<file path="src/rtl/hack_mux_pkg.sv">
// hack_mux_pkg: definitions shared by the 8-way arbitrating multiplexer
// (mux8way_arbiter), its bus interface and its priority encoder.
//   NUM_CH  number of source channels
//   SEL_W   width of a channel index
//   WORD_W  Hack word width
//   sel_t   channel index type
//   state_t output register occupancy (EMPTY / FULL)
package hack_mux_pkg;

    localparam int NUM_CH = 8;
    localparam int SEL_W  = 3;
    localparam int WORD_W = 16;

    typedef logic [SEL_W-1:0] sel_t;

    typedef enum logic {
        ST_EMPTY = 1'b0,
        ST_FULL  = 1'b1
    } state_t;

endpackage

</file>
<file path="src/rtl/mux8way_arbiter_if.sv">
// mux8way_arbiter_if: bundles the eight source handshakes and the single
// registered sink handshake of mux8way_arbiter.
//   in_valid  [NUM_CH]        channel i presents a word
//   in_data   [NUM_CH*WIDTH]  channel i word at [i*WIDTH +: WIDTH]
//   in_ready  [NUM_CH]        one-hot or zero, channel i word consumed
//   out_valid                 output register holds a word
//   out_data  [WIDTH]         registered winning word
//   out_sel   [SEL_W]         index of the channel that supplied out_data
//   out_ready                 sink accepts out_data this cycle
// Modports: master = sources and sink side, slave = arbiter side.
interface mux8way_arbiter_if
    import hack_mux_pkg::*;
#(
    parameter int WIDTH = WORD_W
);

    logic [NUM_CH-1:0]       in_valid;
    logic [NUM_CH*WIDTH-1:0] in_data;
    logic [NUM_CH-1:0]       in_ready;
    logic                    out_valid;
    logic [WIDTH-1:0]        out_data;
    sel_t                    out_sel;
    logic                    out_ready;

    modport master (
        output in_valid,
        output in_data,
        output out_ready,
        input  in_ready,
        input  out_valid,
        input  out_data,
        input  out_sel
    );

    modport slave (
        input  in_valid,
        input  in_data,
        input  out_ready,
        output in_ready,
        output out_valid,
        output out_data,
        output out_sel
    );

endinterface

</file>
<file path="src/rtl/rr_pick8.sv">
// rr_pick8: combinational rotating-priority encoder over eight requests.
// The search starts at index 'start' and walks upward with wrap-around;
// the first asserted request wins. With start tied to 0 it degenerates
// into a plain fixed-priority encoder (bit 0 highest).
//   req     in   8  request vector
//   start   in   3  first index examined
//   found   out  1  at least one request asserted
//   winner  out  3  index of the chosen request (0 when found is low)
module rr_pick8
    import hack_mux_pkg::*;
(
    input  logic [NUM_CH-1:0] req,
    input  sel_t              start,
    output logic              found,
    output sel_t              winner
);

    sel_t idx;

    // Walk the eight positions from 'start'; the 3-bit index wraps naturally.
    always_comb begin
        found  = 1'b0;
        winner = '0;
        idx    = '0;
        for (int i = 0; i < NUM_CH; i++) begin
            idx = start + sel_t'(i);
            if (!found && req[idx]) begin
                found  = 1'b1;
                winner = idx;
            end
        end
    end

endmodule

</file>
<file path="src/rtl/mux8way_arbiter.sv">
// mux8way_arbiter: eight-to-one arbitrating multiplexer for Hack word
// streams. One source is granted per cycle, its word is registered, and the
// winning channel index is presented on out_sel so a downstream 8-way demux
// can route a reply back to the originator.
//   clk    in  system clock, rising edge
//   rst_n  in  asynchronous active-low reset
//   bus    mux8way_arbiter_if.slave (source and sink handshakes)
// Build option MUX8WAY_RR_EN: when defined, the grant uses rotating priority
// starting just after the last granted channel; when undefined, channel 0 has
// fixed highest priority and no last-grant state exists.
module mux8way_arbiter
    import hack_mux_pkg::*;
#(
    parameter int WIDTH = WORD_W
)(
    input  logic                    clk,
    input  logic                    rst_n,
    mux8way_arbiter_if.slave        bus
);

    state_t            state_q;
    state_t            state_d;
    logic [WIDTH-1:0]  data_q;
    sel_t              sel_q;
    logic              load_en;
    logic              grant;
    logic              found;
    sel_t              winner;
    sel_t              start;
    logic [NUM_CH-1:0] in_ready_c;

`ifdef MUX8WAY_RR_EN
    sel_t              last_sel_q;

    // Search begins one past the previous winner; resets to 7 so channel 0 leads.
    assign start = last_sel_q + sel_t'(1);

    always_ff @(posedge clk or negedge rst_n) begin
        if (!rst_n) begin
            last_sel_q <= sel_t'(NUM_CH - 1);
        end else if (grant) begin
            last_sel_q <= winner;
        end
    end
`else
    assign start = '0;
`endif

    rr_pick8 u_pick (
        .req    (bus.in_valid),
        .start  (start),
        .found  (found),
        .winner (winner)
    );

    // Grant and next-state logic. rst_n gates the grant so in_ready stays
    // low for the whole reset, not just after the register has cleared.
    always_comb begin
        load_en    = (state_q == ST_EMPTY) || bus.out_ready;
        grant      = rst_n && load_en && found;
        in_ready_c = '0;
        state_d    = state_q;
        if (grant) begin
            in_ready_c[winner] = 1'b1;
        end
        unique case (state_q)
            ST_EMPTY: state_d = grant ? ST_FULL : ST_EMPTY;
            ST_FULL: begin
                if (bus.out_ready) begin
                    state_d = grant ? ST_FULL : ST_EMPTY;
                end
            end
            default: state_d = ST_EMPTY;
        endcase
    end

    // Output register; data and index only change on a grant, so they hold
    // through stalls and through an empty cycle.
    always_ff @(posedge clk or negedge rst_n) begin
        if (!rst_n) begin
            state_q <= ST_EMPTY;
            data_q  <= '0;
            sel_q   <= '0;
        end else begin
            state_q <= state_d;
            if (grant) begin
                data_q <= bus.in_data[winner*WIDTH +: WIDTH];
                sel_q  <= winner;
            end
        end
    end

    assign bus.in_ready  = in_ready_c;
    assign bus.out_valid = (state_q == ST_FULL);
    assign bus.out_data  = data_q;
    assign bus.out_sel   = sel_q;

endmodule

</file>
<file path="src/flat_wrapper.sv">
// flat-port wrapper written by rule: the top's interface ports become plain ports
module mux8way_arbiter_flat import hack_mux_pkg::*;
#(
    parameter int WIDTH = WORD_W
)
  (clk, rst_n, bus_in_valid, bus_in_data, bus_out_ready, bus_in_ready, bus_out_valid, bus_out_data, bus_out_sel);
  mux8way_arbiter_if #(.WIDTH(WIDTH)) bus_i ();
  input  logic clk;
  input  logic rst_n;
  input wire logic [$bits(bus_i.in_valid)-1:0] bus_in_valid;
  input wire logic [$bits(bus_i.in_data)-1:0] bus_in_data;
  input wire logic [$bits(bus_i.out_ready)-1:0] bus_out_ready;
  output wire logic [$bits(bus_i.in_ready)-1:0] bus_in_ready;
  output wire logic [$bits(bus_i.out_valid)-1:0] bus_out_valid;
  output wire logic [$bits(bus_i.out_data)-1:0] bus_out_data;
  output wire logic [$bits(bus_i.out_sel)-1:0] bus_out_sel;
  assign bus_i.in_valid = bus_in_valid;
  assign bus_i.in_data = bus_in_data;
  assign bus_i.out_ready = bus_out_ready;
  assign bus_in_ready = bus_i.in_ready;
  assign bus_out_valid = bus_i.out_valid;
  assign bus_out_data = bus_i.out_data;
  assign bus_out_sel = bus_i.out_sel;
  mux8way_arbiter #(.WIDTH(WIDTH)) u_core (.clk(clk), .rst_n(rst_n), .bus(bus_i));
endmodule
</file>
<file path="config.mk">
export PLATFORM = sky130hd
export DESIGN_NAME = mux8way_arbiter_flat
export DESIGN_NICKNAME = d
export VERILOG_FILES = /design/src/rtl/hack_mux_pkg.sv /design/src/rtl/mux8way_arbiter_if.sv /design/src/rtl/rr_pick8.sv /design/src/rtl/mux8way_arbiter.sv /design/src/flat_wrapper.sv
export SDC_FILE = /design/constraint.sdc
export NUM_CORES = 1
export LEC_CHECK = 0
export BUFFER_PORTS_ARGS = -buffer_cell sky130_fd_sc_hd__buf_2
export CAP_MARGIN = 10
export CORE_ASPECT_RATIO = 1.2
export CORE_MARGIN = 4
export CORE_UTILIZATION = 36
export DETAILED_ROUTE_END_ITERATION = 7
export PLACE_DENSITY = 0.77
export SYNTH_ARGS = -nofsm -noshare
export SYNTH_HDL_FRONTEND = slang
export SYNTH_SLANG_ARGS = --single-unit
</file>
<file path="constraint.sdc">
create_clock -name clk -period 2.15 [get_ports clk]
set_input_delay 0.43 -clock clk [delete_from_list [all_inputs] [get_ports clk]]
set_output_delay 0.43 -clock clk [all_outputs]
set_load 0.1 [all_outputs]
</file>
* Yosys cells after proc, flatten, opt, wreduce, memory -nomap -nowiden
Index checks and enable logic that the tools add are counted.
Word-level totals: bits in registers 20, bits of input ports 139, output and inout port bits 28, logic and storage cells 46
Operators by class: $lt $le $gt $ge 2, shifts and indexed selects 1, multiplexer cells 21, bitwise operators 1, reduce and logical (&&, ||, !) cells 18
Operator list (count):
- 128-bit by 8-bit indexed part select with 16-bit output | 1
- 3-bit 2-to-1 mux | 6
- 1-bit 2-to-1 mux | 12
- 1-bit logical AND | 10
- 8-bit 2-to-1 mux | 1
- 1-bit logical NOT | 7
- 3-bit by 4-bit < comparator with 1-bit output (second input constant) | 1
- 1-bit demux with 3-bit select | 1
- 3-bit by 1-bit >= comparator with 1-bit output (second input constant) | 1
- 1-bit one-hot mux with 2 select lines | 1
- 1-bit logical OR | 1
- 1-bit inverter | 1

* Depth between registers and ports, before layout
depth after elaboration 27, mapped depth 8, gate-level depth less buffers 6

* Cells and area by module
Synthesis repeated with hierarchy kept, for this count alone.
Second synthesis, totals: cell total of the unflattened synthesis 314, area total of the unflattened synthesis 2957.8 um^2
Modules (own cells, without submodules):
- mux8way_arbiter | instances 1, cells each 193, area an instance 1876.8 um^2, seq. area each 500.5 um^2
- rr_pick8 | instances 1, cells each 121, area an instance 1081.0 um^2, seq. area each 0.0 um^2

* Least setup slack after synthesis
Ideal clock, no wire load.
path type input to output, from input bus_in_valid[3], to output bus_in_ready[1], data arrival time 3653 ps, data required time 1720 ps, setup slack -1933 ps, stages on the path 7, path buffers 3, path through nor4_2 -> and2_1 -> buf_4 -> a21oi_4 -> buf_2 -> buf_2 -> nor3_1
Between the ends: cells in the longest elaborated chain, start to end 19, elaborated cells on any way between the ends 26, those cells by class order compare (2); mux (13); reduce/logical (11)
RTL lines:
- start: declaration | line flat_wrapper.sv:10 | input wire logic [$bits(bus_i.in_valid)-1:0] bus_in_valid;
- 1-bit logical AND (*) | line rr_pick8.sv:27 | if (!found && req[idx]) begin
- 1-bit 2-to-1 mux | line rr_pick8.sv:27
- 1-bit logical NOT | line rr_pick8.sv:27
- 1-bit logical AND | line rr_pick8.sv:27
- 1-bit 2-to-1 mux | line rr_pick8.sv:27
- 1-bit logical NOT | line rr_pick8.sv:27
- 1-bit logical AND | line rr_pick8.sv:27
- 1-bit 2-to-1 mux | line rr_pick8.sv:27
- [3 not listed]
- 1-bit logical NOT | line rr_pick8.sv:27
- 1-bit logical AND | line rr_pick8.sv:27
- 3-bit 2-to-1 mux | line rr_pick8.sv:27
- 3-bit by 4-bit < comparator with 1-bit output (not written as such) / 3-bit by 1-bit >= comparator with 1-bit output (equally long branches) | line mux8way_arbiter.sv:64 | in_ready_c[winner] = 1'b1;
- 1-bit logical AND (not written as such) | line mux8way_arbiter.sv:64
- 1-bit 2-to-1 mux (not written as such) | line mux8way_arbiter.sv:64
- 1-bit demux with 3-bit select | line mux8way_arbiter.sv:64
- 8-bit 2-to-1 mux (*) | line mux8way_arbiter.sv:63 | if (grant) begin
- end: declaration | line flat_wrapper.sv:13 | output wire logic [$bits(bus_i.in_ready)-1:0] bus_in_ready;
Every way passes the cells marked *; elsewhere a longest branch is shown, timed or not.

* Worst setup path in the final report
from input bus_in_valid[2], to output bus_in_ready[1]
Between the ends: cells in the longest elaborated chain, start to end 22, elaborated cells on any way between the ends 30, those cells by class order compare (2); mux (15); reduce/logical (13)
RTL lines (line):
- 1-bit logical AND (*) | rr_pick8.sv:27
- 1-bit 2-to-1 mux | rr_pick8.sv:27
- 1-bit logical NOT | rr_pick8.sv:27
- 1-bit logical AND | rr_pick8.sv:27
- 1-bit 2-to-1 mux | rr_pick8.sv:27
- 1-bit logical NOT | rr_pick8.sv:27
- 1-bit logical AND | rr_pick8.sv:27
- 1-bit 2-to-1 mux | rr_pick8.sv:27
- [6 not listed]
- 1-bit logical NOT | rr_pick8.sv:27
- 1-bit logical AND | rr_pick8.sv:27
- 3-bit 2-to-1 mux | rr_pick8.sv:27
- 3-bit by 4-bit < comparator with 1-bit output (not written as such) / 3-bit by 1-bit >= comparator with 1-bit output (equally long branches) | mux8way_arbiter.sv:64
- 1-bit logical AND (not written as such) | mux8way_arbiter.sv:64
- 1-bit 2-to-1 mux (not written as such) | mux8way_arbiter.sv:64
- 1-bit demux with 3-bit select | mux8way_arbiter.sv:64
- 8-bit 2-to-1 mux (*) | mux8way_arbiter.sv:63
Marked as above.

==> impl_results.md <==
* Outcome: completed
* GPL Wtd Cong at 0.884
* H-tree level count at 1
* Tightest Pin Transition at 0.508 ns
* Synth Instances at 281
* Async SR Flop Fraction at 1.00
* Post-synth net total at 420
* Combinational cell fraction of total power at 0.615
* P&R area growth vs syn at 67.4%
* Count of different cell masters after synthesis at 27
* Period minus WS final at 2.15 ns
* Antenna-violating nets left at 0
* Critical setup path kind: input port to output pin
* Placed inst area at 0.00338 mm^2
* Clock insertion delay at the later pin of the skew report at 0.25 ns
* FF+latch count, synth at 20
* NumNets Final at 601
* Seq/Total Area, Yosys at 0.237
* Reg2reg path depth at 7
* Total of max-cap violations at 0
* Core area at 0.00567 mm^2
* PD cells at 530 mW/mm^2
* Leakage power at 0.00181 uW
* Worst relative slew slack at 0.664
* Clock Skew at 0.00484 ns
* Grt ovf at 0
* Hold_ws at 0.157 ns
* Sequential share of power at 0.249
* Post-synth EDFFs at 0
* Flop2flop setup slack at 0.56 ns
* Register Area at 502 um^2
* Filler cells at 503
* Tcrit/Tclk final at 0.998
* Share of cells above drive strength 1 at 0.497
* Max Buffers Root-to-Sink at 2
* Tightest Hold Check Type: input port to asynchronous set/reset pin
* # IOs at 167
* Switch Pwr at 949 uW
* Via count at 2852
* Critical Path RT at 1.72 ns
* Worst Path Arrival at 1.72 ns
* Die width at 77.9 um
* Largest net degree at the start of global routing at 50
* FMAX at 466 MHz
* YS warnings at 0
* Unrepaired setup endpoints after global routing: yes
* Synth Area per Inst at 7.50 um^2
* # clock sinks at 20
* Starting density of the core at 0.372
* TritonRoute pass-1 iters at 4
* Final Core Density at 0.623
* Routed vias/inst at 5.27
* Violation count after the first detailed-routing iteration at 85
* Ant. Diodes at 0
* Antenna violations before repair at 1
* Clock power share at 0.136
* Clk root buf: clkbuf_8
* # setup viols final at 0
* Multi-input combinational cell area at 0.00159 mm^2
* Post-route DRC at 0
* CP endpoint kind: output pin
* Design area at 0.00353 mm^2
* Vias in the first global route at 2752
* Total track usage at 0.220
* First-pass GRT wire length at 12800 um
* Netlist Area Pre-Place at 0.00211 mm^2
* Switching Fraction at 0.508
* Half-perimeter wire length after placement at 7130 um
* Max VDD drop at 0.243 mV
* Fin. Hold Viols at 0
* Row cnt at 30
* Total power at 1870 uW
* R2R Path End: u_core.bus.out_data[2]
* IO Port Bufs at 166
* Routed wire length at 8530 um
* Clock slew at reported path FFs at 0.08 ns
* Fin cells at 541
* Num CTS Buffers at 3
* Startpoint Class: input port
* CTS tree: built
* Cell internal pwr at 921 uW
* Chip Height at 91.8 um
* Dpl cells at 530
* Worst reg2reg path startpoint: u_core.bus.out_valid
* Crit path max fanout at 4
* Slew Limit Fails at 0
* Total die area at 0.00715 mm^2
* Post-synth top flop: dfrtp_1
* DR WL/cell at 15.8 um
critical path, stage by stage:
cell and delay [ns]:
buf_6 0.10, nor4_4 0.32, and2_4 0.21, a21oi_4 0.08, buf_12 0.15, nor3_4 0.21, buf_12 0.20
state kept, by name, summed over array words and instances, names as in the netlist:
name                  count
u_core.bus.out_sel        3
u_core.bus.out_data      16
u_core.bus.out_valid      1
synth_stat cells (all sizes together) (2+ instances only):
cell	instances	share of area
clkbuf	18	0.032
nand2	24	0.043
nand3	33	0.078
and3	18	0.053
o22a	16	0.066
nor3	3	0.0071
mux2i	32	0.15
o21ai	4	0.0095
dfrtp	20	0.24
buf	11	0.030
o211ai	16	0.057
nand2b	4	0.012
or2	2	0.0059
a31oi	31	0.092
a21oi	18	0.048
nor2b	2	0.0059
nor2	22	0.039
logic make-up (layout without fill, tap and decap cells):
logic type | Yosys count | in the layout | synth area share
buffers and inverters | 30 | 210 | 0.0635
and+or+nand+nor | 110 | 110 | 0.253
muxes | 33 | 33 | 0.157
DFF | 20 | 20 | 0.237
AOI/OAI and AO/OA | 88 | 88 | 0.288
power groups by stage:
stage	Clock, uW	Combinational, uW	Sequential, uW
3_3_place_gp	0	1110	470
3_5_place_dp	0	1120	472
5_1_grt	271	1210	473
6_report	255	1150	465
2_1_floorplan	0	349	917
4_1_cts	255	1140	464
layer usage:
layer	up-vias	wire length (um)	global-route usage	part of all wire
li1	1425	-	-	-
met1	1296	3330	0.253	0.39
met2	111	4410	0.414	0.52
met3	18	567	0.0324	0.066
met4	2	221	0.0623	0.026
met5	-	7	0	0.00082
per-stage QoR:
step	setup TNS, ns	worst slack, ns
2_1_floorplan	-1.26	-0.456
3_3_place_gp	-0.236	-0.0496
3_5_place_dp	-0.257	-0.0652
4_1_cts	-0.00370	-0.00331
5_1_grt	-0.231	-0.0706
6_report	0	0.00395
what timing repair did:
action	CTS	global route
resized for setup	5	5
endpoints found under the setup margin	5	5
buffers inserted	3	4
pin swaps	3	7
hold buffers	0	0
how the worst max path moves through the flow:
| stage | start | to | cells after the start |
|---|---|---|---|
| finish | bus_in_valid[2] | bus_in_ready[1] | 7 |
| global placement | bus_in_valid[2] | bus_in_ready[1] | 9 |
| global route | bus_in_valid[2] | bus_in_ready[1] | 9 |
| detailed placement | bus_in_valid[3] | bus_in_ready[4] | 7 |
| floorplan | bus_in_valid[6] | bus_in_ready[1] | 7 |
| CTS | bus_in_valid[3] | bus_in_ready[1] | 7 |
cell usage in the layout, fill, tap and decap left out, drive strengths merged:
cell type / n
o21ai: 4
dfrtp: 20
a31oi: 31
a221oi: 1
and3: 18
or2: 2
o21a: 1
nor2: 22
nor2b: 2
inv: 1
mux2i: 32
a21oi: 18
o22a: 16
clkbuf: 4
nand2: 24
nor4: 1
o211ai: 16
nor3: 3
buf: 205
nand3: 33
and2: 1
mux2: 1
nand2b: 4
a221o: 1
cell type report:
cell class | count | share of cell area
Multi-Input combinational cell | 231 | 0.451
Timing Repair Buffer | 205 | 0.365
Sequential cell | 20 | 0.142
Tap cell | 80 | 0.0284
Clock buffer | 4 | 0.0128
Inverter | 1 | 0.00106
No activity file was read; power rests on OpenSTA's default activity.
